[config.mk]
export PLATFORM = sky130hd
export DESIGN_NAME = traceback_unit
export DESIGN_NICKNAME = d
export VERILOG_FILES = /design/src/rtl/viterbi_pkg.sv /design/src/rtl/traceback_unit.sv
export SDC_FILE = /design/constraint.sdc
export NUM_CORES = 1
export LEC_CHECK = 0
export BUFFER_PORTS_ARGS = -buffer_cell sky130_fd_sc_hd__buf_4
export CAP_MARGIN = 40
export CELL_PAD_IN_SITES_DETAIL_PLACEMENT = 1
export CELL_PAD_IN_SITES_GLOBAL_PLACEMENT = 2
export CORE_AREA = 2 2 65 67
export CTS_CLUSTER_SIZE = 30
export DETAILED_ROUTE_END_ITERATION = 7
export DIE_AREA = 0 0 67 69
export GPL_ROUTABILITY_DRIVEN = 0
export PLACE_DENSITY_LB_ADDON = 0.1
export SLEW_MARGIN = 20
export SYNTH_ARGS = -nofsm -noshare
export SYNTH_HDL_FRONTEND = slang
export SYNTH_SLANG_ARGS = --single-unit
[constraint.sdc]
create_clock -name clk -period 1.5 [get_ports clk]
set_input_delay 0.15 -clock clk [delete_from_list [all_inputs] [get_ports clk]]
set_output_delay 0.15 -clock clk [all_outputs]
set_load 0.1 [all_outputs]
[src/rtl/viterbi_pkg.sv]
`default_nettype none
// ============================================================================
// Module   : viterbi_pkg
// Purpose  : Shared trellis/survivor-ring parameters, traceback FSM state type
//            and mod-D ring-pointer helper for the Viterbi decoder slice.
// Contents : K, M, S, D, TB, PTR_W, FILL_W, STEP_W, tb_state_t, ring_dec()
// Revision : 1.0 - initial release
// ============================================================================
package viterbi_pkg;

    localparam int K      = 5;                 // constraint length
    localparam int M      = K - 1;             // state width
    localparam int S      = 1 << M;            // number of trellis states
    localparam int D      = 10;                // survivor ring depth (rows)
    localparam int TB     = 8;                 // traceback length (1..D-1)

    localparam int PTR_W  = $clog2(D);         // ring index width
    localparam int FILL_W = $clog2(D + 1);     // fill counter must hold D itself
    localparam int STEP_W = (TB > 1) ? $clog2(TB) : 1;

    typedef enum logic [1:0] {
        IDLE  = 2'd0,
        TRACE = 2'd1,
        DONE  = 2'd2
    } tb_state_t;

    // Step one row back around the ring. D need not be a power of two, so
    // the wrap from 0 to D-1 is explicit rather than relying on overflow.
    function automatic logic [PTR_W-1:0] ring_dec(input logic [PTR_W-1:0] ptr);
        return (ptr == '0) ? PTR_W'(D - 1) : ptr - PTR_W'(1);
    endfunction

endpackage : viterbi_pkg
`default_nettype wire

[src/rtl/traceback_unit.sv]
`default_nettype none
// ============================================================================
// Module   : traceback_unit
// Purpose  : Serial traceback engine behind the survivor memory. On an
//            accepted start it walks TB rows backwards through the survivor
//            ring (one row per cycle) from the best-metric state and emits one
//            decoded bit.
// Ports    : clk, rst           - clock, synchronous active-high reset
//            start, start_state - traceback request and its starting state
//            wr_en, wr_ptr      - survivor write strobe / next row to write
//            rd_state, rd_time  - survivor memory combinational read address
//            surv_bit           - survivor bit returned for rd_state/rd_time
//            busy               - high while tracing
//            dec_valid, dec_bit - decoded-bit pulse and held decoded bit
//            start_drop         - pulse: a start request was rejected
// Revision : 1.0 - initial release
// ============================================================================
module traceback_unit
    import viterbi_pkg::*;
(
    input  logic             clk,
    input  logic             rst,
    input  logic             start,
    input  logic [M-1:0]     start_state,
    input  logic             wr_en,
    input  logic [PTR_W-1:0] wr_ptr,
    output logic [M-1:0]     rd_state,
    output logic [PTR_W-1:0] rd_time,
    input  logic             surv_bit,
    output logic             busy,
    output logic             dec_valid,
    output logic             dec_bit,
    output logic             start_drop
);

    localparam logic [STEP_W-1:0] c_LAST_STEP = STEP_W'(TB - 1);
    localparam logic [FILL_W-1:0] c_FILL_MAX  = FILL_W'(D);
    localparam logic [FILL_W-1:0] c_FILL_MIN  = FILL_W'(TB);

    tb_state_t         state_q;
    logic [FILL_W-1:0] fill_q, fill_d;
    logic [STEP_W-1:0] step_q;
    logic [M-1:0]      cur_state_q;   // state being read this TRACE cycle
    logic [PTR_W-1:0]  rd_ptr_q;      // row being read this TRACE cycle
    logic              busy_q;
    logic              dec_valid_q;
    logic              dec_bit_q;
    logic              start_drop_q;
    logic              start_ok;

    // ------------------------------------------------------------------
    // Fill counter: rows written since reset, saturating at ring depth.
    // ------------------------------------------------------------------
    always_comb begin
        fill_d = fill_q;
        if (wr_en && (fill_q != c_FILL_MAX)) begin
            fill_d = fill_q + FILL_W'(1);
        end
    end

    always_ff @(posedge clk) begin
        if (rst) begin
            fill_q <= '0;
        end else begin
            fill_q <= fill_d;
        end
    end

    // The pre-write fill count decides legality, matching the pre-write
    // wr_ptr sample: a row written in the start cycle is not traced.
    assign start_ok = (fill_q >= c_FILL_MIN);

    // ------------------------------------------------------------------
    // Traceback FSM with registered outputs.
    // cur_state_q / rd_ptr_q double as the read-port address registers.
    // They are not advanced on the final step so the read address holds
    // the last row visited once the walk ends.
    // ------------------------------------------------------------------
    always_ff @(posedge clk) begin
        if (rst) begin
            state_q      <= IDLE;
            step_q       <= '0;
            cur_state_q  <= '0;
            rd_ptr_q     <= '0;
            busy_q       <= 1'b0;
            dec_valid_q  <= 1'b0;
            dec_bit_q    <= 1'b0;
            start_drop_q <= 1'b0;
        end else begin
            dec_valid_q  <= 1'b0;
            start_drop_q <= 1'b0;

            case (state_q)
                IDLE, DONE: begin
                    state_q <= IDLE;
                    if (start) begin
                        if (start_ok) begin
                            state_q     <= TRACE;
                            busy_q      <= 1'b1;
                            cur_state_q <= start_state;
                            rd_ptr_q    <= ring_dec(wr_ptr);
                            step_q      <= '0;
                        end else begin
                            start_drop_q <= 1'b1;
                        end
                    end
                end

                TRACE: begin
                    if (start) begin
                        start_drop_q <= 1'b1;
                    end
                    if (step_q == c_LAST_STEP) begin
                        state_q     <= DONE;
                        busy_q      <= 1'b0;
                        dec_valid_q <= 1'b1;
                        // The MSB of the predecessor {s[M-2:0], surv_bit} is
                        // s[M-2]; the survivor bit itself does not reach it.
                        dec_bit_q   <= cur_state_q[M-2];
                    end else begin
                        cur_state_q <= {cur_state_q[M-2:0], surv_bit};
                        rd_ptr_q    <= ring_dec(rd_ptr_q);
                        step_q      <= step_q + STEP_W'(1);
                    end
                end

                default: begin
                    state_q <= IDLE;
                    busy_q  <= 1'b0;
                end
            endcase
        end
    end

    assign rd_state   = cur_state_q;
    assign rd_time    = rd_ptr_q;
    assign busy       = busy_q;
    assign dec_valid  = dec_valid_q;
    assign dec_bit    = dec_bit_q;
    assign start_drop = start_drop_q;

endmodule : traceback_unit
`default_nettype wire
* Word-level counts from Yosys, hierarchy flattened
Index checks and enable logic that the tools add are counted.
** Storage, ports and cells
- Register bits :: 21
- Latch bits :: 0
- Memory bits (writable) :: 0
- Memory bits (read-only) :: 0
- Input bits :: 13
- Output and inout port bits :: 12
- Logic and storage cells :: 60
- Memories :: 0
** Cells by class
- Add/subtract/negate cells :: 4
- Multiply operators :: 0
- Divide/modulo/power cells :: 0
- Order comparisons :: 1
- Equality and inequality tests :: 8
- Shift operators :: 0
- Multiplexer cells :: 27
- Bitwise operators :: 1
- Reductions and logical operators :: 10
** Operators with widths (count)
- 4-bit two-way mux :: 8
- 4-bit case mux with 2 select lines :: 2
- 1-bit two-way mux :: 9
- 3-bit two-way mux :: 3
- 4-bit logical NOT :: 2
- 2-bit inequality test (second input constant) :: 4
- 4-bit by 1-bit subtractor with 4-bit output (second input constant) :: 2
- 3-bit case mux with 2 select lines :: 1
- 4-bit by 1-bit adder with 4-bit output (second input constant) :: 1
- 4-bit greater-or-equal comparator (second input constant) :: 1
- 4-bit inequality test (second input constant) :: 1
- 1-bit case mux with 2 select lines :: 2
- 2-bit case mux with 2 select lines :: 1
- 4-bit AND reduction :: 1
- 2-bit OR reduction :: 2
- 3-bit by 1-bit adder with 3-bit output (second input constant) :: 1
- 3-bit equality test (second input constant) :: 1
- 3-bit AND reduction :: 1
- 2-bit by 1-bit equality test with 1-bit output (second input constant) :: 1
- 2-bit equality test (second input constant) :: 1
- 2-bit logical NOT :: 1
- 2-bit two-way mux :: 1
- 2-bit AND reduction :: 1
- 2-bit nonzero test :: 1
- 2 further kinds :: 2

* Logic depth before layout (Yosys ltp)
Gate-level depths: netlist of the first run.
- Depth after elaboration :: 5
- Gate-level depth with buffers :: 6
- Depth with buffers taken out :: 6

* Least setup slack after synthesis of the first run
Ideal clock, no wire load.
- Path type :: register -> register
- From :: register rd_ptr_q[0] (netlist: rd_time[0])
- To :: register rd_ptr_q[3] (netlist: rd_time[3])
- Setup time :: 131 ps
- Data arrival time :: 1545 ps
- Required time :: 1369 ps
- Path slack :: -175 ps
- Stages on the path, launching flop included :: 5
- Period minus slack after synthesis :: 1675 ps
- Cells stage by stage :: dfxtp_1 -> or3_1 -> nor3_1 -> a21oi_1 -> o32ai_1
** Between the ends
- Word-level cells in the longest chain between the ends :: 4
- Elaborated cells on any way between the ends :: 5
- Those cells by class :: 1 x add/sub; 3 x mux; 1 x reduce/logical
** RTL lines
- start, declared :: line traceback_unit.sv:44 : logic [PTR_W-1:0] rd_ptr_q;
- start signal, assigned :: line traceback_unit.sv:101 : rd_ptr_q <= ring_dec(wr_ptr);
- start signal, assigned :: line traceback_unit.sv:122 : rd_ptr_q <= ring_dec(rd_ptr_q);
- 4-bit by 1-bit subtractor with 4-bit output or 4-bit logical NOT (tied branches) :: line viterbi_pkg.sv:30 : return (ptr == '0) ? PTR_W'(D - 1) : ptr - PTR_W'(1);
- 4-bit two-way mux (*) :: line viterbi_pkg.sv:30
- 4-bit two-way mux (*) :: line traceback_unit.sv:113 : if (step_q == c_LAST_STEP) begin
- 4-bit case mux with 2 select lines (*) :: line traceback_unit.sv:93 : case (state_q)
Every way passes the cells marked *; elsewhere a longest branch is shown, timed or not. The select of a mux whose other input is x is not followed.
A chain may end at the register's enable or synchronous reset.

* Worst setup path after layout of the first run
- From :: register step_q[0]
- To :: register rd_ptr_q[1] (netlist: rd_time[1])
** Between the ends
- Word-level cells in the longest chain between the ends :: 3
** RTL lines
- start, declared :: line traceback_unit.sv:42 : logic [STEP_W-1:0] step_q;
- start signal, assigned :: line traceback_unit.sv:123 : step_q <= step_q + STEP_W'(1);
- 3-bit equality test :: line traceback_unit.sv:113
- 2-bit inequality test (no line)
- 4-bit AND reduction (no line)
No other way between the ends.

==> flow_metrics.py, run 1 <==
metrics = {
    "status": {
        "status": "finished, final reports clean",
    },
    "sta": {
        "max_freq_mhz": 718.7,
        "fin_tns_setup_ps": 0,
        "worst_pin_slew_ps": 282.0,
        "fin_worst_skew_ps": 4.061,
        "fin_crit_sh_pct": 92.76,
        "maxSlewHeadroom_pct": 81.35,
        "rsz0062_at_grt": "false",
        "hold_viol_final": 0,
        "setup_viol_count_final": 0,
        "period_needed_ps": 1391,
        "drv_slew": 0,
    },
    "pwr": {
        "cellPowerDensity_mw_per_mm2": 779.8,
        "total_power_uw": 1034,
        "p_leak_uw": 0.0005700,
        "peakVddDrop_v": 0.0005048,
    },
    "yosys": {
        "synth_top_area_share_pct": 42.86,
        "synth_area_per_cell_sq_um": 8.313,
        "synthMuxAreaShare_pct": 0,
        "yosys.area_share.xor_xnor_pct": 3.571,
        "ys_top_cells_by_count": "21 x dfxtp_1, 19 x nand2_1, 15 x nor2_1, 8 x a21oi_1",
        "synthArstFlopShare_pct": 0,
        "synth_top_cell_by_area": "dfxtp_1",
        "synth_compound_area_share_pct": 20.03,
        "synth_top_family_by_area": "simple AND/OR/NAND/NOR gates",
        "ys_seq_elements": 21,
        "yosys_warnings": 0,
        "yosysUniqueCellTypes": 32,
        "synth_edf_count": 0,
        "syn_area_sq_um": 980.9,
        "synth-simple-area-share_pct": 22.70,
        "syn-num-nets": 136,
        "synth_fa_ha_area_share_pct": 6.378,
        "synth_ff_type": "dfxtp_1",
        "synthCells": 118,
        "synth_seq_area_share_pct": 42.86,
        "synth_most_common_cell": "dfxtp_1",
        "yosys-top-cells-area": "dfxtp_1 43%, nand2_1 7.3%, ha_1 6.4%",
    },
    "floorplan": {
        "die_w_um": 67,
        "start_util_pct": 25.06,
        "dieArea_sq_mm": 0.004623,
        "coreArea_sq_mm": 0.003914,
        "fp-row-count": 23,
        "die_h_um": 69,
        "pin_count": 25,
    },
    "grt": {
        "antenna_found_initial": 0,
        "grt-ovfl-total": 0,
        "grt_use_total_pct": 12.46,
        "grt_pass1_wl_um": 4402,
        "grt_pass1_vias": 945,
        "grt_max_degree": 20,
    },
    "routing": {
        "ant_nets": 0,
        "vias": 931,
        "viasPerCell": 4.655,
        "drc": 0,
        "drtPass1Iterations": 3,
        "drt_iter0_markers": 30,
        "wl_um": 2700,
        "wl_per_cell_um": 13.50,
    },
    "clock_network": {
        "cts_tree": "done",
        "clockBufferDepth": 2,
        "htreeDepth": 1,
        "ctsHoldBuffers": 0,
        "clock_latency_ps": 260,
        "cts.sinks": 21,
        "path_clk_slew_ps": 80,
        "cts_root_buffer": "clkbuf_8",
        "numCtsBuffers": 3,
    },
    "critical_path": {
        "start_kind": "register",
        "critPathKind": "register to register",
        "cp-end-kind": "register",
        "ff2ff_path_depth": 6,
        "arrival_ps": 1590,
        "cp_cell_sequence": "ha_1, ha_2, o21ai_2, buf_2, o211ai_1, a21oi_1",
        "path_depth": 6,
        "crit_required_ps": 1700,
        "max_stage_delay_ps": 330,
        "rrSetupSlack_ps": 110,
        "crit_slowest_cell": "dfxtp_1",
        "path_max_fanout": 5,
        "cp_top_family": "compound AO/OA/AOI/OAI gates",
        "critPathBufInv": 1,
    },
    "placement": {
        "placed_cell_area_sq_mm": 0.001249,
        "hpwl_um": 1958,
        "portBuffers": 24,
    },
    "cells_and_area": {
        "nets": 169,
        "n_antenna_cell": 0,
        "layout-drive-gt1-share_pct": 30.67,
        "final_area_sq_mm": 0.001326,
        "post-route-util_pct": 33.89,
        "syn_to_final_growth_pct": 35.20,
    },
    "run": {
        "drv_cap": 0,
    },
    "min_path": {
        "whs_path_depth": 2,
        "hold_path.class": "primary input to register",
    },
}
sequential cells by signal, summed over array words and instances, names as in the netlist:
signal / cells
busy: 1
fill_q: 4
step_q: 3
state_q: 2
start_drop: 1
rd_time: 4
rd_state: 4
dec_valid: 1
dec_bit: 1
cells in the final DEF, fill, tap and decap left out, types with 4 or more instances in the layout:
master	count
a21oi_1	8
buf_4	31
dfxtp_2	4
inv_1	5
nor3_1	4
nand3_1	5
ha_1	4
nor2_1	15
dfxtp_1	17
nand2_1	19
a311oi_1	4
o21ai_0	4
per-stage QoR:
| step | hold slack (ps) | setup WS [ps] | instances |
|---|---|---|---|
| floorplan | 298.0 | 66.20 | 118 |
| global placement | 419.7 | 103.4 | 193 |
| detailed placement | 418.6 | 52.66 | 193 |
| CTS | 140.0 | 32.47 | 197 |
| global route | 140.6 | 21.48 | 200 |
| finish | 139.4 | 108.6 | 200 |
area by class of cell:
| class | count | area (sq um) |
|---|---|---|
| clock buffers | 3 | 41.29 |
| clock inverters | 1 | 5.005 |
| fillers | 508 | 2587 |
| well taps | 50 | 62.56 |
| inverters | 5 | 18.77 |
| repair buffers | 33 | 249.0 |
| multi-input cells | 87 | 524.3 |
| flip-flops and latches | 21 | 425.4 |
metal layers:
metal,share of wire [%],track usage [%]
met2,48,21.01
met4,1.7,5.442
met3,3.4,2.121
met5,0,0
met1,47,15.14
power by group:
part	leakage, uW	total [uW]	internal [uW]	switching [uW]
clock	0.0000255	377	185	191
combinational	0.000373	87.4	39.1	48.3
sequential	0.000172	570	564	6.23
worst paths after layout:
path         startpoint         end
min reg2reg        busy        busy
min               start  start_drop
max reg2reg   step_q[0]  rd_time[1]
max           step_q[0]  rd_time[1]
repair_timing:
action | CTS | global route
setup endpoints to repair | 0 | 7
setup buffers | 0 | 2
hold endpoints to repair | 0 | 0
gates resized for setup | 0 | 5
cells by family after synthesis:
kind of cell / after synthesis
simple gates: 50
compound gates: 28
flops: 21
buf+inv: 10
fa+ha+maj: 5
xor+xnor: 4
No activity file was read; power rests on OpenSTA's default activity.
==> inputs of run 2 (changes only) <==
- BUFFER_PORTS_ARGS: -buffer_cell sky130_fd_sc_hd__buf_4 -> -buffer_cell sky130_fd_sc_hd__buf_2
==> flow_metrics.py, run 2 (synthesis results as in run 1) <==
metrics = {
    "grt": {
        "grt_pass1_wl_um": 4519,
        "grt_pass1_vias": 961,
        "grt_use_total_pct": 12.57,
        "grt_max_degree": 20,
        "antenna_found_initial": 0,
        "use_met1_pct": 16.28,
        "busiest_layer": "met2",
        "met3_usage_pct": 2.610,
        "grt.met2_usage_pct": 19.80,
        "grt-ovfl-total": 0,
    },
    "run": {
        "drv_cap": 0,
    },
    "routing": {
        "wl_um": 2647,
        "ant_nets": 0,
        "drc": 0,
        "wl_per_cell_um": 13.37,
        "drt_iter0_markers": 36,
        "drtPass1Iterations": 4,
        "viasPerCell": 4.712,
        "vias": 933,
    },
    "pwr": {
        "switching_share_pct": 23.65,
        "p_comb_share_pct": 7.6,
        "total_power_uw": 1024,
        "peakVddDrop_v": 0.0003105,
        "pwr-share-clk_pct": 36.7,
        "cellPowerDensity_mw_per_mm2": 821.2,
        "switchingPower_uw": 242.3,
        "internal_power_uw": 782.1,
        "power_frac_seq_pct": 55.7,
        "p_leak_uw": 0.0005494,
    },
    "critical_path": {
        "max_stage_delay_ps": 330,
        "arrival_ps": 1610,
        "cp-end-kind": "register",
        "path_max_fanout": 5,
        "critPathKind": "register to register",
        "crit_slowest_cell": "dfxtp_1",
        "cp_cell_sequence": "ha_1, ha_1, o21ai_2, buf_2, nand3_1, a21oi_2",
        "start_kind": "register",
        "timing.critical_path.mode_cell": "ha_1",
        "crit_required_ps": 1690,
    },
    "clock_network": {
        "path_clk_slew_ps": 80,
        "clockBufferDepth": 2,
        "cts.sinks": 21,
        "htreeDepth": 1,
        "cts_root_buffer": "clkbuf_8",
        "clock_latency_ps": 260,
        "numCtsBuffers": 3,
        "cts_tree": "done",
        "cts_post_setup_buffers_inserted": 0,
    },
    "sta": {
        "fin_crit_sh_pct": 94.67,
        "fin_worst_skew_ps": 0.6977,
        "setup_slack_ps": 79.90,
        "max_freq_mhz": 704.2,
        "hold_viol_final": 0,
        "period_needed_ps": 1420,
        "drv_slew": 0,
        "worst_pin_slew_ps": 499.6,
        "setup_viol_count_final": 0,
        "maxSlewHeadroom_pct": 66.92,
    },
    "cells_and_area": {
        "final_common_cell": "buf_2",
        "syn_to_final_growth_pct": 27.17,
        "layout-drive-gt1-share_pct": 28.38,
        "n_antenna_cell": 0,
        "layout_common_cells": "25 x buf_2, 19 x nand2_1, 17 x dfxtp_1",
        "post-route-util_pct": 31.87,
        "nets": 167,
    },
    "floorplan": {
        "die_w_um": 67,
        "pin_count": 25,
        "start_util_pct": 25.06,
        "fp-row-count": 23,
        "die_h_um": 69,
        "dieArea_sq_mm": 0.004623,
        "coreArea_sq_mm": 0.003914,
    },
    "placement": {
        "pre_cts_slack_ps": 67.72,
        "portBuffers": 24,
        "hpwl_um": 1906,
    },
    "min_path": {
        "hold_path.class": "primary input to register",
    },
    "status": {
        "status": "finished, final reports clean",
    },
}
[run 2: final cells by class]
cell class,instances,area [sq um]
inverter,5,18.77
sequential,21,425.4
timing repair buffer,31,173.9
fill,497,2666
tap,50,62.56
multi-input combinational,87,521.8
clock buffer,4,45.04
[run 2: per-layer routing]
| metal | routed length (um) | vias up |
|---|---|---|
| met5 | 0 | - |
| met4 | 29 | 0 |
| met3 | 92 | 2 |
| met2 | 1189 | 14 |
| met1 | 1335 | 446 |
| li1 | - | 471 |
[run 2: power by group through the flow]
stage / Sequential (uW) / Combinational [uW] / Clock, uW
after global routing: 572 / 88.9 / 411
after floorplan: 593 / 36.4 / 0
final: 571 / 78.1 / 376
after CTS: 570 / 79.3 / 394
after detailed placement: 584 / 79.0 / 0
after global placement: 583 / 77.1 / 0
[run 2: path summary, 6_finish.rpt]
check / startpoint / endpoint / slack, ps / depth (start not counted)
setup / recovery: step_q[0] / rd_time[2] / 80 / 6
hold / removal: start / start_drop / 140 / 2
setup reg to reg: step_q[0] / rd_time[2] / 80 / 6
hold reg to reg: busy / busy / 460 / 2
[run 2: worst max-delay path, delay by kind of cell (launching register included)]
| family | cells | cell delay [ps] |
|---|---|---|
| adder cells (fa/ha/maj) | 2 | 430 |
| AO/OA/AOI/OAI | 2 | 290 |
| flip-flops | 1 | 330 |
| buffers and inverters | 1 | 200 |
| AND/OR/NAND/NOR | 1 | 100 |
[run 2: repair_timing]
item	4_1_cts	5_1_grt
hold buffers	0	0
gates resized for setup	0	5
endpoints found under the setup margin	0	7
[run 2: per-stage QoR]
stage	area, sq um	cells	TNS, ps	hold WS [ps]
2_1_floorplan	985.9	118	0	298.0
5_1_grt	1247	198	-7.196	146.2
3_3_place_gp	1189	193	0	418.7
3_5_place_dp	1189	193	0	416.3
6_report	1247	198	0	140.4
4_1_cts	1234	197	0	142.0
==> inputs of run 3 (changes only) <==
- CORE_AREA: 2 2 65 67 -> 3 3 63 65
- DIE_AREA: 0 0 67 69 -> 0 0 66 68
- RECOVER_POWER: unset -> 25
- clock period: 1.5 -> 1.53 ns (I/O delays scaled with it)
==> flow_metrics.py, run 3 (synthesis results as in run 1) <==
metrics = {
    "status": {
        "status": "finished, final reports clean",
    },
    "cells_and_area": {
        "syn_to_final_growth_pct": 25.26,
        "layout_common_cells": "22 x buf_2, 19 x nand2_1, 16 x dfxtp_1",
        "n_antenna_cell": 0,
        "nets": 167,
        "layout-drive-gt1-share_pct": 30.41,
        "multi_input_area_sq_um": 524.3,
        "final_common_cell": "buf_2",
        "area.sequential_sq_um": 426.7,
        "post-route-util_pct": 36.25,
        "fill_cells": 423,
    },
    "pwr": {
        "p_leak_uw": 0.0005376,
        "cellPowerDensity_mw_per_mm2": 736.9,
        "pwr-share-clk_pct": 30.0,
        "p_comb_share_pct": 8.3,
        "power_frac_seq_pct": 61.7,
        "peakVddDrop_v": 0.0004061,
        "switching_share_pct": 24.94,
        "switchingPower_uw": 225.8,
        "internal_power_uw": 679.6,
    },
    "clock_network": {
        "clock_latency_ps": 310,
        "cts.sinks": 21,
        "clockBufferDepth": 2,
        "cts_tree": "done",
        "cts_root_buffer": "clkbuf_4",
        "cts_post_setup_buffers_inserted": 0,
        "path_clk_slew_ps": 120,
        "numCtsBuffers": 3,
        "htreeDepth": 1,
        "ctsHoldBuffers": 0,
    },
    "sta": {
        "drv_slew": 0,
        "period_needed_ps": 1414,
        "max_freq_mhz": 707.1,
        "fin_tns_setup_ps": 0,
        "fin_crit_sh_pct": 92.43,
        "setup_viol_count_final": 0,
        "fin_worst_skew_ps": 3.824,
        "worst_pin_slew_ps": 544.9,
        "hold_viol_final": 0,
        "rsz0062_at_grt": "false",
        "maxSlewHeadroom_pct": 63.83,
    },
    "routing": {
        "wl_per_cell_um": 12.97,
        "drtPass1Iterations": 4,
        "drc": 0,
        "ant_nets": 0,
        "viasPerCell": 4.732,
        "vias": 918,
        "drt_iter0_markers": 26,
        "wl_um": 2516,
    },
    "critical_path": {
        "cp_cell_sequence": "ha_1, ha_2, o21ai_2, buf_6, nor2_1, a311oi_1",
        "max_stage_delay_ps": 350,
        "critPathKind": "register to register",
        "cp_top_family": "adder cells",
        "arrival_ps": 1640,
        "path_max_fanout": 6,
        "crit_required_ps": 1750,
        "crit_slowest_cell": "dfxtp_2",
        "cp-end-kind": "register",
        "start_kind": "register",
        "critPathBufInv": 1,
    },
    "grt": {
        "antenna_found_initial": 0,
        "grt_pass1_vias": 880,
        "grt_pass1_wl_um": 4181,
        "grt_use_total_pct": 11.98,
        "grt_max_degree": 20,
        "grt-ovfl-total": 0,
    },
    "placement": {
        "hpwl_um": 1935,
        "portBuffers": 24,
    },
    "floorplan": {
        "die_w_um": 66,
        "dieArea_sq_mm": 0.004488,
        "coreArea_sq_mm": 0.003390,
        "start_util_pct": 28.94,
        "pin_count": 25,
        "fp-row-count": 21,
        "die_h_um": 68,
    },
    "run": {
        "drv_cap": 0,
    },
    "min_path": {
        "hold_path.class": "primary input to register",
    },
}
==> run 3: cell count changes in the layout (fill, tap and decap cells not counted), sizes merged <==
| cell | change |
|---|---|
| buf | -3 |
| clkbuf | +2 |
| clkinv | +1 |
==> run 3: area by class of cell <==
type | instances | share of cell area (%)
clock buffer | 3 | 1.833
clock inverter | 1 | 0.4073
inverter | 5 | 1.527
multi-input combinational | 87 | 42.67
sequential | 21 | 34.72
tap | 46 | 4.684
timing repair buffer | 31 | 14.15
==> run 3: power groups by stage <==
stage | Clock (uW) | Combinational, uW | Sequential [uW]
4_1_cts | 292 | 77.0 | 559
5_1_grt | 313 | 85.7 | 561
6_report | 272 | 75.0 | 559
2_1_floorplan | 0 | 35.7 | 581
3_5_place_dp | 0 | 76.7 | 572
3_3_place_gp | 0 | 73.7 | 571
==> run 3: tightest hold or removal path, cell delays in order <==
cell	delay, ps
buf_2	100
nand2_1	40
a311oi_1	80
==> run 3: path summary, 6_finish.rpt <==
kind / startpoint / endpoint / slack [ps] / cells after the start
worst min register to register: busy / busy / 460 / 2
worst max-delay path: step_q[0] / rd_state[2] / 120 / 6
worst max register to register: step_q[0] / rd_state[2] / 120 / 6
worst min-delay path: start_state[0] / rd_state[0] / 100 / 3
==> run 3: repair_timing <==
action,4_1_cts,5_1_grt
endpoints found under the hold margin,0,0
endpoints found under the setup margin,0,7
gates resized for setup,0,6
==> run 3: per-layer routing <==
layer  global-route usage (%)  wire length (um)
met2                    20.28              1264
met4                    2.284                11
met1                    15.31              1136
met5                        0                 0
met3                    3.448               104
==> run 3: per-stage QoR <==
stage | cells | hold slack [ps] | power [uW] | area [sq um] | worst slack [ps]
floorplan | 118 | 301.0 | 617.0 | 985.9 | 96.20
global placement | 189 | 410.6 | 644.8 | 1184 | 121.5
detailed placement | 189 | 422.7 | 648.2 | 1184 | 64.96
CTS | 193 | 84.72 | 928.7 | 1211 | 39.34
global route | 194 | 96.03 | 958.9 | 1229 | 15.25
finish | 194 | 100.6 | 905.4 | 1229 | 115.8
